<file path="src/rtl/instr_encoder_pkg.sv">
// Shared constants and types for the instruction encoder.
// Optional feature macro: IMM_RANGE_CHECK_EN (adds per-entry range error bit).
package instr_encoder_pkg;

    localparam logic [6:0] OP_IMM    = 7'b0010011;
    localparam logic [6:0] OP_LOAD   = 7'b0000011;
    localparam logic [6:0] OP_BRANCH = 7'b1100011;
    localparam logic [6:0] OP_STORE  = 7'b0100011;

    localparam int INSTR_BYTES = 4;

    typedef enum logic [1:0] {
        FMT_I,
        FMT_S,
        FMT_SB
    } fmt_e;

`ifdef IMM_RANGE_CHECK_EN
    typedef struct packed {
        logic [31:0] instr;
        logic        err;
    } fifo_entry_t;
`else
    typedef struct packed {
        logic [31:0] instr;
    } fifo_entry_t;
`endif

    // Anything that is not a known I or SB opcode is packed as a store.
    function automatic fmt_e fmt_of(input logic [6:0] opcode);
        fmt_e f;
        case (opcode)
            OP_IMM, OP_LOAD: f = FMT_I;
            OP_BRANCH:       f = FMT_SB;
            OP_STORE:        f = FMT_S;
            default:         f = FMT_S;
        endcase
        return f;
    endfunction

endpackage

</file>
<file path="src/rtl/instr_encoder_if.sv">
// Field-set input, packed-instruction output and status signals of the encoder.
// Optional feature macro: IMM_RANGE_CHECK_EN (out_err/err_range become live).
interface instr_encoder_if;

    // Both channels: a transfer happens on a rising clk edge where valid && ready;
    // the producer holds its payload stable while valid && !ready.
    logic        in_valid;
    logic        in_ready;
    logic [6:0]  in_opcode;
    logic [4:0]  in_rd;
    logic [4:0]  in_rs1;
    logic [4:0]  in_rs2;
    logic [2:0]  in_funct3;
    logic [63:0] in_imm;

    logic        out_valid;
    logic        out_ready;
    logic [31:0] out_instr;
    logic [63:0] out_addr;
    logic        out_err;

    logic        err_range;
    logic [31:0] emit_count;

    modport master (
        output in_valid, in_opcode, in_rd, in_rs1, in_rs2, in_funct3, in_imm,
        input  in_ready,
        input  out_valid, out_instr, out_addr, out_err,
        output out_ready,
        input  err_range, emit_count
    );

    modport slave (
        input  in_valid, in_opcode, in_rd, in_rs1, in_rs2, in_funct3, in_imm,
        output in_ready,
        output out_valid, out_instr, out_addr, out_err,
        input  out_ready,
        output err_range, emit_count
    );

endinterface

</file>
<file path="src/rtl/instr_encoder_imm_packer.sv">
// Combinational packer: picks I/S/SB from the opcode and scatters fields and immediate.
// Optional feature macro: IMM_RANGE_CHECK_EN (adds the err output).
module imm_packer
    import instr_encoder_pkg::*;
(
    input  logic [6:0]  opcode,
    input  logic [4:0]  rd,
    input  logic [4:0]  rs1,
    input  logic [4:0]  rs2,
    input  logic [2:0]  funct3,
    input  logic [63:0] imm,
`ifdef IMM_RANGE_CHECK_EN
    output logic        err,
`endif
    output logic [31:0] instr
);

    logic [11:0] imm12;
    fmt_e        fmt;

    assign imm12 = imm[11:0];
    assign fmt   = fmt_of(opcode);

    // SB keeps the halfword offset unshifted: imm[10] lands in bit 7, imm[9:4] in [30:25].
    always_comb begin
        instr        = '0;
        instr[6:0]   = opcode;
        instr[14:12] = funct3;
        case (fmt)
            FMT_I: begin
                instr[31:20] = imm12;
                instr[19:15] = rs1;
                instr[11:7]  = rd;
            end
            FMT_SB: begin
                instr[31]    = imm12[11];
                instr[30:25] = imm12[9:4];
                instr[24:20] = rs2;
                instr[19:15] = rs1;
                instr[11:8]  = imm12[3:0];
                instr[7]     = imm12[10];
            end
            default: begin
                instr[31:25] = imm12[11:5];
                instr[24:20] = rs2;
                instr[19:15] = rs1;
                instr[11:7]  = imm12[4:0];
            end
        endcase
    end

`ifdef IMM_RANGE_CHECK_EN
    // Legal 12-bit signed value: bits 63..11 are all copies of the sign.
    assign err = !((&imm[63:11]) || !(|imm[63:11]));
`else
    logic unused_imm_hi;
    assign unused_imm_hi = ^imm[63:12];
`endif

endmodule

</file>
<file path="src/rtl/instr_encoder.sv">
// Instruction encoder top: packer feeding a small FIFO with a running byte address.
// Optional feature macro: IMM_RANGE_CHECK_EN (per-entry out_err and sticky err_range).
module instr_encoder
    import instr_encoder_pkg::*;
#(
    parameter logic [63:0] BASE_ADDR = 64'd0,
    parameter int          DEPTH     = 2
) (
    input logic            clk,
    input logic            reset,
    instr_encoder_if.slave bus
);

    localparam int PW = $clog2(DEPTH);
    localparam int CW = $clog2(DEPTH + 1);

    fifo_entry_t     mem [DEPTH];
    fifo_entry_t     new_entry;
    fifo_entry_t     head;
    logic [PW-1:0]   wr_ptr;
    logic [PW-1:0]   rd_ptr;
    logic [CW-1:0]   count;
    logic [31:0]     emit_count_q;
    logic [31:0]     packed_instr;
    logic            push;
    logic            pop;

`ifdef IMM_RANGE_CHECK_EN
    logic packed_err;
    logic err_range_q;
`endif

    imm_packer u_packer (
        .opcode (bus.in_opcode),
        .rd     (bus.in_rd),
        .rs1    (bus.in_rs1),
        .rs2    (bus.in_rs2),
        .funct3 (bus.in_funct3),
        .imm    (bus.in_imm),
`ifdef IMM_RANGE_CHECK_EN
        .err    (packed_err),
`endif
        .instr  (packed_instr)
    );

    always_comb begin
        new_entry       = '0;
        new_entry.instr = packed_instr;
`ifdef IMM_RANGE_CHECK_EN
        new_entry.err   = packed_err;
`endif
    end

    // in_ready looks only at registered occupancy; a full buffer never accepts
    // even when the head is popped in the same cycle.
    assign bus.in_ready  = (count < CW'(DEPTH));
    assign bus.out_valid = (count != '0);
    assign push          = bus.in_valid && bus.in_ready;
    assign pop           = bus.out_valid && bus.out_ready;
    assign head          = mem[rd_ptr];

    assign bus.out_instr  = bus.out_valid ? head.instr : 32'd0;
    assign bus.emit_count = emit_count_q;
    assign bus.out_addr   = BASE_ADDR + 64'(emit_count_q) * 64'(INSTR_BYTES);

`ifdef IMM_RANGE_CHECK_EN
    assign bus.out_err   = bus.out_valid && head.err;
    assign bus.err_range = err_range_q;
`else
    assign bus.out_err   = 1'b0;
    assign bus.err_range = 1'b0;
`endif

    always_ff @(posedge clk) begin
        if (push && !reset) begin
            mem[wr_ptr] <= new_entry;
        end
    end

    always_ff @(posedge clk) begin
        if (reset) begin
            wr_ptr       <= '0;
            rd_ptr       <= '0;
            count        <= '0;
            emit_count_q <= '0;
        end else begin
            if (push) begin
                wr_ptr <= wr_ptr + 1'b1;
            end
            if (pop) begin
                rd_ptr       <= rd_ptr + 1'b1;
                emit_count_q <= emit_count_q + 32'd1;
            end
            count <= count + CW'(push) - CW'(pop);
        end
    end

`ifdef IMM_RANGE_CHECK_EN
    always_ff @(posedge clk) begin
        if (reset) begin
            err_range_q <= 1'b0;
        end else if (push && packed_err) begin
            err_range_q <= 1'b1;
        end
    end
`endif

endmodule

</file>
<file path="src/flat_wrapper.sv">
// flat-port wrapper written by rule: the top's interface ports become plain ports
module instr_encoder_flat import instr_encoder_pkg::*;
#(
    parameter logic [63:0] BASE_ADDR = 64'd0,
    parameter int          DEPTH     = 2
)
  (clk, reset, bus_in_valid, bus_in_opcode, bus_in_rd, bus_in_rs1, bus_in_rs2, bus_in_funct3, bus_in_imm, bus_in_ready, bus_out_valid, bus_out_instr, bus_out_addr, bus_out_err, bus_out_ready, bus_err_range, bus_emit_count);
  instr_encoder_if bus_i ();
  input logic clk;
  input logic reset;
  input wire logic [$bits(bus_i.in_valid)-1:0] bus_in_valid;
  input wire logic [$bits(bus_i.in_opcode)-1:0] bus_in_opcode;
  input wire logic [$bits(bus_i.in_rd)-1:0] bus_in_rd;
  input wire logic [$bits(bus_i.in_rs1)-1:0] bus_in_rs1;
  input wire logic [$bits(bus_i.in_rs2)-1:0] bus_in_rs2;
  input wire logic [$bits(bus_i.in_funct3)-1:0] bus_in_funct3;
  input wire logic [$bits(bus_i.in_imm)-1:0] bus_in_imm;
  output wire logic [$bits(bus_i.in_ready)-1:0] bus_in_ready;
  output wire logic [$bits(bus_i.out_valid)-1:0] bus_out_valid;
  output wire logic [$bits(bus_i.out_instr)-1:0] bus_out_instr;
  output wire logic [$bits(bus_i.out_addr)-1:0] bus_out_addr;
  output wire logic [$bits(bus_i.out_err)-1:0] bus_out_err;
  input wire logic [$bits(bus_i.out_ready)-1:0] bus_out_ready;
  output wire logic [$bits(bus_i.err_range)-1:0] bus_err_range;
  output wire logic [$bits(bus_i.emit_count)-1:0] bus_emit_count;
  assign bus_i.in_valid = bus_in_valid;
  assign bus_i.in_opcode = bus_in_opcode;
  assign bus_i.in_rd = bus_in_rd;
  assign bus_i.in_rs1 = bus_in_rs1;
  assign bus_i.in_rs2 = bus_in_rs2;
  assign bus_i.in_funct3 = bus_in_funct3;
  assign bus_i.in_imm = bus_in_imm;
  assign bus_in_ready = bus_i.in_ready;
  assign bus_out_valid = bus_i.out_valid;
  assign bus_out_instr = bus_i.out_instr;
  assign bus_out_addr = bus_i.out_addr;
  assign bus_out_err = bus_i.out_err;
  assign bus_i.out_ready = bus_out_ready;
  assign bus_err_range = bus_i.err_range;
  assign bus_emit_count = bus_i.emit_count;
  instr_encoder #(.BASE_ADDR(BASE_ADDR), .DEPTH(DEPTH)) u_core (.clk(clk), .reset(reset), .bus(bus_i));
endmodule
</file>
<file path="config.mk">
export PLATFORM = sky130hd
export DESIGN_NAME = instr_encoder_flat
export DESIGN_NICKNAME = d
export VERILOG_FILES = /design/src/rtl/instr_encoder_pkg.sv /design/src/rtl/instr_encoder_if.sv /design/src/rtl/instr_encoder_imm_packer.sv /design/src/rtl/instr_encoder.sv /design/src/flat_wrapper.sv
export SDC_FILE = /design/constraint.sdc
export NUM_CORES = 1
export LEC_CHECK = 0
export ABC_AREA = 1
export ABC_CLOCK_PERIOD_IN_PS = 7150
export CORE_AREA = 5 5 112 114
export DETAILED_ROUTE_END_ITERATION = 8
export DIE_AREA = 0 0 117 119
export DONT_BUFFER_PORTS = 1
export PLACE_DENSITY = 0.7
export SLEW_MARGIN = 20
export SYNTH_ARGS = -nofsm -noshare
export SYNTH_HDL_FRONTEND = slang
export SYNTH_HIERARCHICAL = 1
export SYNTH_SLANG_ARGS = --single-unit
</file>
<file path="constraint.sdc">
create_clock -name clk -period 7.15 [get_ports clk]
set_input_delay 0.715 -clock clk [delete_from_list [all_inputs] [get_ports clk]]
set_output_delay 0.715 -clock clk [all_outputs]
set_load 0.03 [all_outputs]
</file>
==> metrics.yaml, run 1 <==
status: "complete, no violations"
clk_latency_ns: 0.35
finalCriticalPeriod_ns: 3.140
grt_overflow: 0
vias_per_cell: 5.224
hold_viol: 0
htreeDepth: 3
path_max_fanout: 33
cts_buffer_depth: 2
finClkSkew_ns: 0.007802
ctsHoldBuffers: 0
root_buffer: "clkbuf_16"
r2r_cells: 8
p_total_mw: 1.676
whs_path_depth: 1
drc: 0
firstDrtPassIters: 5
syn_area_per_cell_um2: 8.608
slew_headroom_pct: 33.73
power.density_nw_per_um2: 306.9
diodes: 0
ir_drop_mv: 0.2966
p_leak_nw: 2.073
yosysSeqAreaShare_pct: 48.25
antenna_found_initial: 0
worstSetupPathType: "reg -> out"
synthCells: 641
synth.distinct_cells: 30
rsz0062_at_grt: "false"
cap_violations: 0
worstSetupEndpointType: "output port"
final_common_cell: "nand2_1"
cts_tree: "built"
ys_seq_elements: 101
wl_per_cell_um: 15.94
grt_pass1_vias: 3617
placed_cells: 721
synth_area_um2: 5518
routed_wl_um: 11750
drtAntennaViolNets: 0
grt_pass1_wl_um: 18400
fmax_mhz: 318.5
layout-drive-gt1-share_pct: 11.95
drtIter0Drc: 263
cts_buffers: 9
start_util_pct: 48.74
clk_pin_slew_ns: 0.07
holdCritStartpoint: "reset"
nNetsFinal: 685
dieArea_um2: 13920
core_area_um2: 11320
fillers: 1052
hold_path_class: "in -> reg"
grt_max_degree: 34
row_count: 39
via_count: 3850
ctsResizeCount: 0
portBuffers: 0
dieWidth_um: 117
final_cells: 737
crit_arrival_ns: 2.43
worstMarginPinSlew_ns: 0.9879
place_hpwl_um: 8370
fin_setup_tns_ns: 0
slew_viol_final: 0
io_pins: 225
worst-endpoint-required_ns: 6.43
final_cell_mix: "nand2_1 (162), nor2_1 (72), edfxtp_1 (64), a21oi_1 (50), dfxtp_1 (37)"
finalSetupViolations: 0
cts_setup_buffers: 0
cts.sinks: 101
r2r_start: "u_core/bus.emit_count[1]$_SDFFE_PP0P_"
die_h_um: 119
syn2layout_area_growth_pct: -1.066
critPathLaunchType: "register"
place_congestion: 0.8695
synth_warnings: 6
track_usage_pct: 17.10
post-route-period-util_pct: 43.92
==> worst max-delay path, stage by stage, from the launching register on <==
cell and delay [ns]:
dfxtp_1 0.31, buf_4 0.33, clkinv_1 0.87, nand2_1 0.29
a21oi_1 0.25
==> power breakdown <==
part | internal, mW | switching (mW)
clock | 0.277 | 0.218
combinational | 0.0712 | 0.406
sequential | 0.670 | 0.0344
==> cells by family (layout without fill, tap and decap cells) <==
group	after synthesis	count (layout)	share of synthesized area (%)
simple gates	322	322	28.09
buf+inv	140	60	15.42
flops	101	101	48.25
compound gates	71	71	7.007
fa+ha+maj	3	3	0.6803
xor+xnor	3	3	0.4763
other cells	1	34	0.06796
==> final timing paths <==
check | to | slack, ns
worst min register to register | register | 0.46
worst min-delay path | u_core/wr_ptr$_SDFFE_PP0P_ | 0.43
worst max-delay path | bus_out_instr[5] | 4.01
worst max register to register | u_core/bus.emit_count[30]$_SDFFE_PP0P_ | 5.00
==> final cells by class <==
type	instances	area [um2]	share of cell area (%)
flip-flops and latches	101	2663	48.77
clock inverters	5	67.56	1.238
clock buffers	11	232.7	4.263
repair buffers	3	22.52	0.4126
multi-input cells	433	2141	39.22
inverters	41	153.9	2.819
well taps	143	178.9	3.278
==> sequential cells by signal (all words and copies together), names as in the netlist, named ones only <==
name,flops
u_core/mem,64
u_core/bus.emit_count,32
u_core/count,2
u_core/rd_ptr,1
u_core/wr_ptr,1
==> stage by stage <==
step / area, um2 / util, % / setup WS (ns) / hold slack, ns
6_report: 5459 / 48.22 / 4.010 / 0.4263
2_1_floorplan: 5642 / - / 3.683 / 0.4255
5_1_grt: 5459 / 48.22 / 3.721 / 0.4141
4_1_cts: 5459 / 48.22 / 3.900 / 0.4115
3_5_place_dp: 5159 / 45.57 / 4.297 / 0.4464
3_3_place_gp: 5159 / 45.57 / 4.278 / 0.4340
==> Yosys cell counts, drive strengths merged <==
master / count / area [um2]
conb: 1 / 3.750
xor2: 3 / 26.28
and2: 2 / 12.51
nand3: 49 / 315.3
nand2: 174 / 713.2
o21a: 3 / 22.52
inv: 41 / 153.9
dfxtp: 37 / 740.7
ha: 3 / 37.54
edfxtp: 64 / 1922
nand4: 4 / 25.02
buf: 88 / 655.6
clkbuf: 11 / 41.29
nor3: 2 / 10.01
o21ai: 14 / 85.08
a21oi: 50 / 250.2
nor2: 91 / 474.2
a31oi: 1 / 6.260
o21bai: 3 / 22.52
==> per-layer routing <==
| metal | up-vias | global-route usage (%) | wire length (um) |
|---|---|---|---|
| met5 | - | 0 | 0 |
| met4 | 0 | 5.878 | 149 |
| met3 | 13 | 6.897 | 1283 |
| met2 | 175 | 26.21 | 5565 |
| met1 | 1796 | 21.90 | 4753 |
| li1 | 1866 | - | - |
Note: power is estimated with default switching activity, not from simulation.
==> inputs of run 2 (changes only) <==
ABC_CLOCK_PERIOD_IN_PS = 3250   (was 7150)
clock period = 3.25 ns   (was 7.15 ns; I/O delays follow)
==> metrics.yaml, run 2 (synthesized netlist as in run 1, its figures left out) <==
crit_top_cell: "buf_4"
placed_cells: 739
ir_drop_mv: 0.3639
grt_pass1_wl_um: 18340
wl_per_cell_um: 15.59
start_util_pct: 48.74
routed_wl_um: 11770
largest-register: "u_core/mem"
cts_setup_buffers: 0
core_area_um2: 11320
hold_viol: 0
place_hpwl_um: 8634
fillers: 1061
grt_overflow: 0
worst-endpoint-required_ns: 2.92
worstSetupPathType: "reg -> out"
cap_violations: 0
clk_latency_ns: 0.34
cts.sinks: 101
layout-drive-gt1-share_pct: 14.87
worstMarginPinSlew_ns: 0.9321
largest_register_ffs: 64
p_total_mw: 3.810
dieWidth_um: 117
ctsResizeCount: 0
antenna_found_initial: 0
firstDrtPassIters: 5
critPathLaunchType: "register"
drtIter0Drc: 239
nNetsFinal: 703
via_count: 3922
drc: 0
io_pins: 225
slowest_delay_ns: 0.60
finalCriticalPeriod_ns: 2.302
worstSetupEndpointType: "output port"
dieArea_um2: 13920
place_congestion: 0.8475
final_util_pct: 49.61
finClkSkew_ns: 0.008761
final_common_cell: "nand2_1"
path_cells: "inv_1, buf_4, nand2_1, a21oi_1, buf_4"
power.density_nw_per_um2: 678.4
cts_buffers: 9
p_leak_nw: 2.178
syn2layout_area_growth_pct: 1.791
fin_setup_tns_ns: 0
post-route-cell-area_um2: 5617
dpl_cell_area_um2: 5300
root_buffer: "clkbuf_16"
hold_path_class: "in -> reg"
grt_pass1_vias: 3561
status: "complete, no violations"
path_max_fanout: 26
portBuffers: 0
rsz0062_at_grt: "false"
track_usage_pct: 16.72
final_cells: 755
slew_headroom_pct: 37.71
htreeDepth: 3
cts_buffer_depth: 2
crit_arrival_ns: 1.98
row_count: 39
fmax_mhz: 434.5
grt_max_degree: 33
ctsHoldBuffers: 0
finalSetupViolations: 0
drtAntennaViolNets: 0
diodes: 0
vias_per_cell: 5.195
crit_slowest_cell: "inv_1"
cts_tree: "built"
slew_viol_final: 0
final_cell_mix: "nand2_1 (162), nor2_1 (72), edfxtp_1 (64), a21oi_1 (50)"
post-route-period-util_pct: 70.82
die_h_um: 119
clk_pin_slew_ns: 0.07
[run 2: cell count changes in the layout (fill, tap and decap cells not counted), sizes merged]
cell      delta
clkbuf       -2
buf         +18
clkinv       -1
clkinvlp     +1
inv          +2
[run 2: cell type report]
type	count	area [um2]	area share (%)
multi-input cells	433	2147	38.23
repair buffers	21	157.7	2.807
well taps	143	178.9	3.186
clock buffers	9	225.2	4.010
clock inverters	7	91.34	1.626
inverters	41	153.9	2.740
flip-flops and latches	101	2663	47.40
[run 2: where the power goes]
| group | internal, mW | switching (mW) |
|---|---|---|
| clock network | 0.615 | 0.484 |
| logic | 0.245 | 0.956 |
| registers | 1.47 | 0.0367 |
| total | 2.33 | 1.48 |
[run 2: layer usage]
layer | GRT usage, % | share of wire [%]
met1 | 20.52 | 39
met2 | 26.53 | 48
met4 | 6.308 | 2.0
met5 | 0 | 0
met3 | 6.440 | 11
[run 2: path summary, 6_finish.rpt]
path	end	depth (start not counted)	slack [ns]	from
max	bus_out_instr[1]	5	0.95	register
min	u_core/bus.emit_count[28]$_SDFFE_PP0P_	1	0.05	reset
max reg2reg	u_core/bus.emit_count[29]$_SDFFE_PP0P_	8	1.24	u_core/bus.emit_count[10]$_SDFFE_PP0P_
min reg2reg	register	1	0.46	u_core/rd_ptr$_SDFFE_PP0P_
[run 2: worst max-delay path: cells and delay by family, from the launching register on]
family / cells / cell delay, ns
compound gates: 1 / 0.17
buf+inv: 3 / 1.08
flops: 1 / 0.31
simple gates: 1 / 0.07
[run 2: stage by stage]
step,worst slack (ns),hold WS [ns]
finish,0.9484,0.05080
global placement,1.240,0.3986
CTS,0.8879,0.02979
detailed placement,1.263,0.4006
floorplan,0.8351,0.4255
global route,0.7841,0.02132
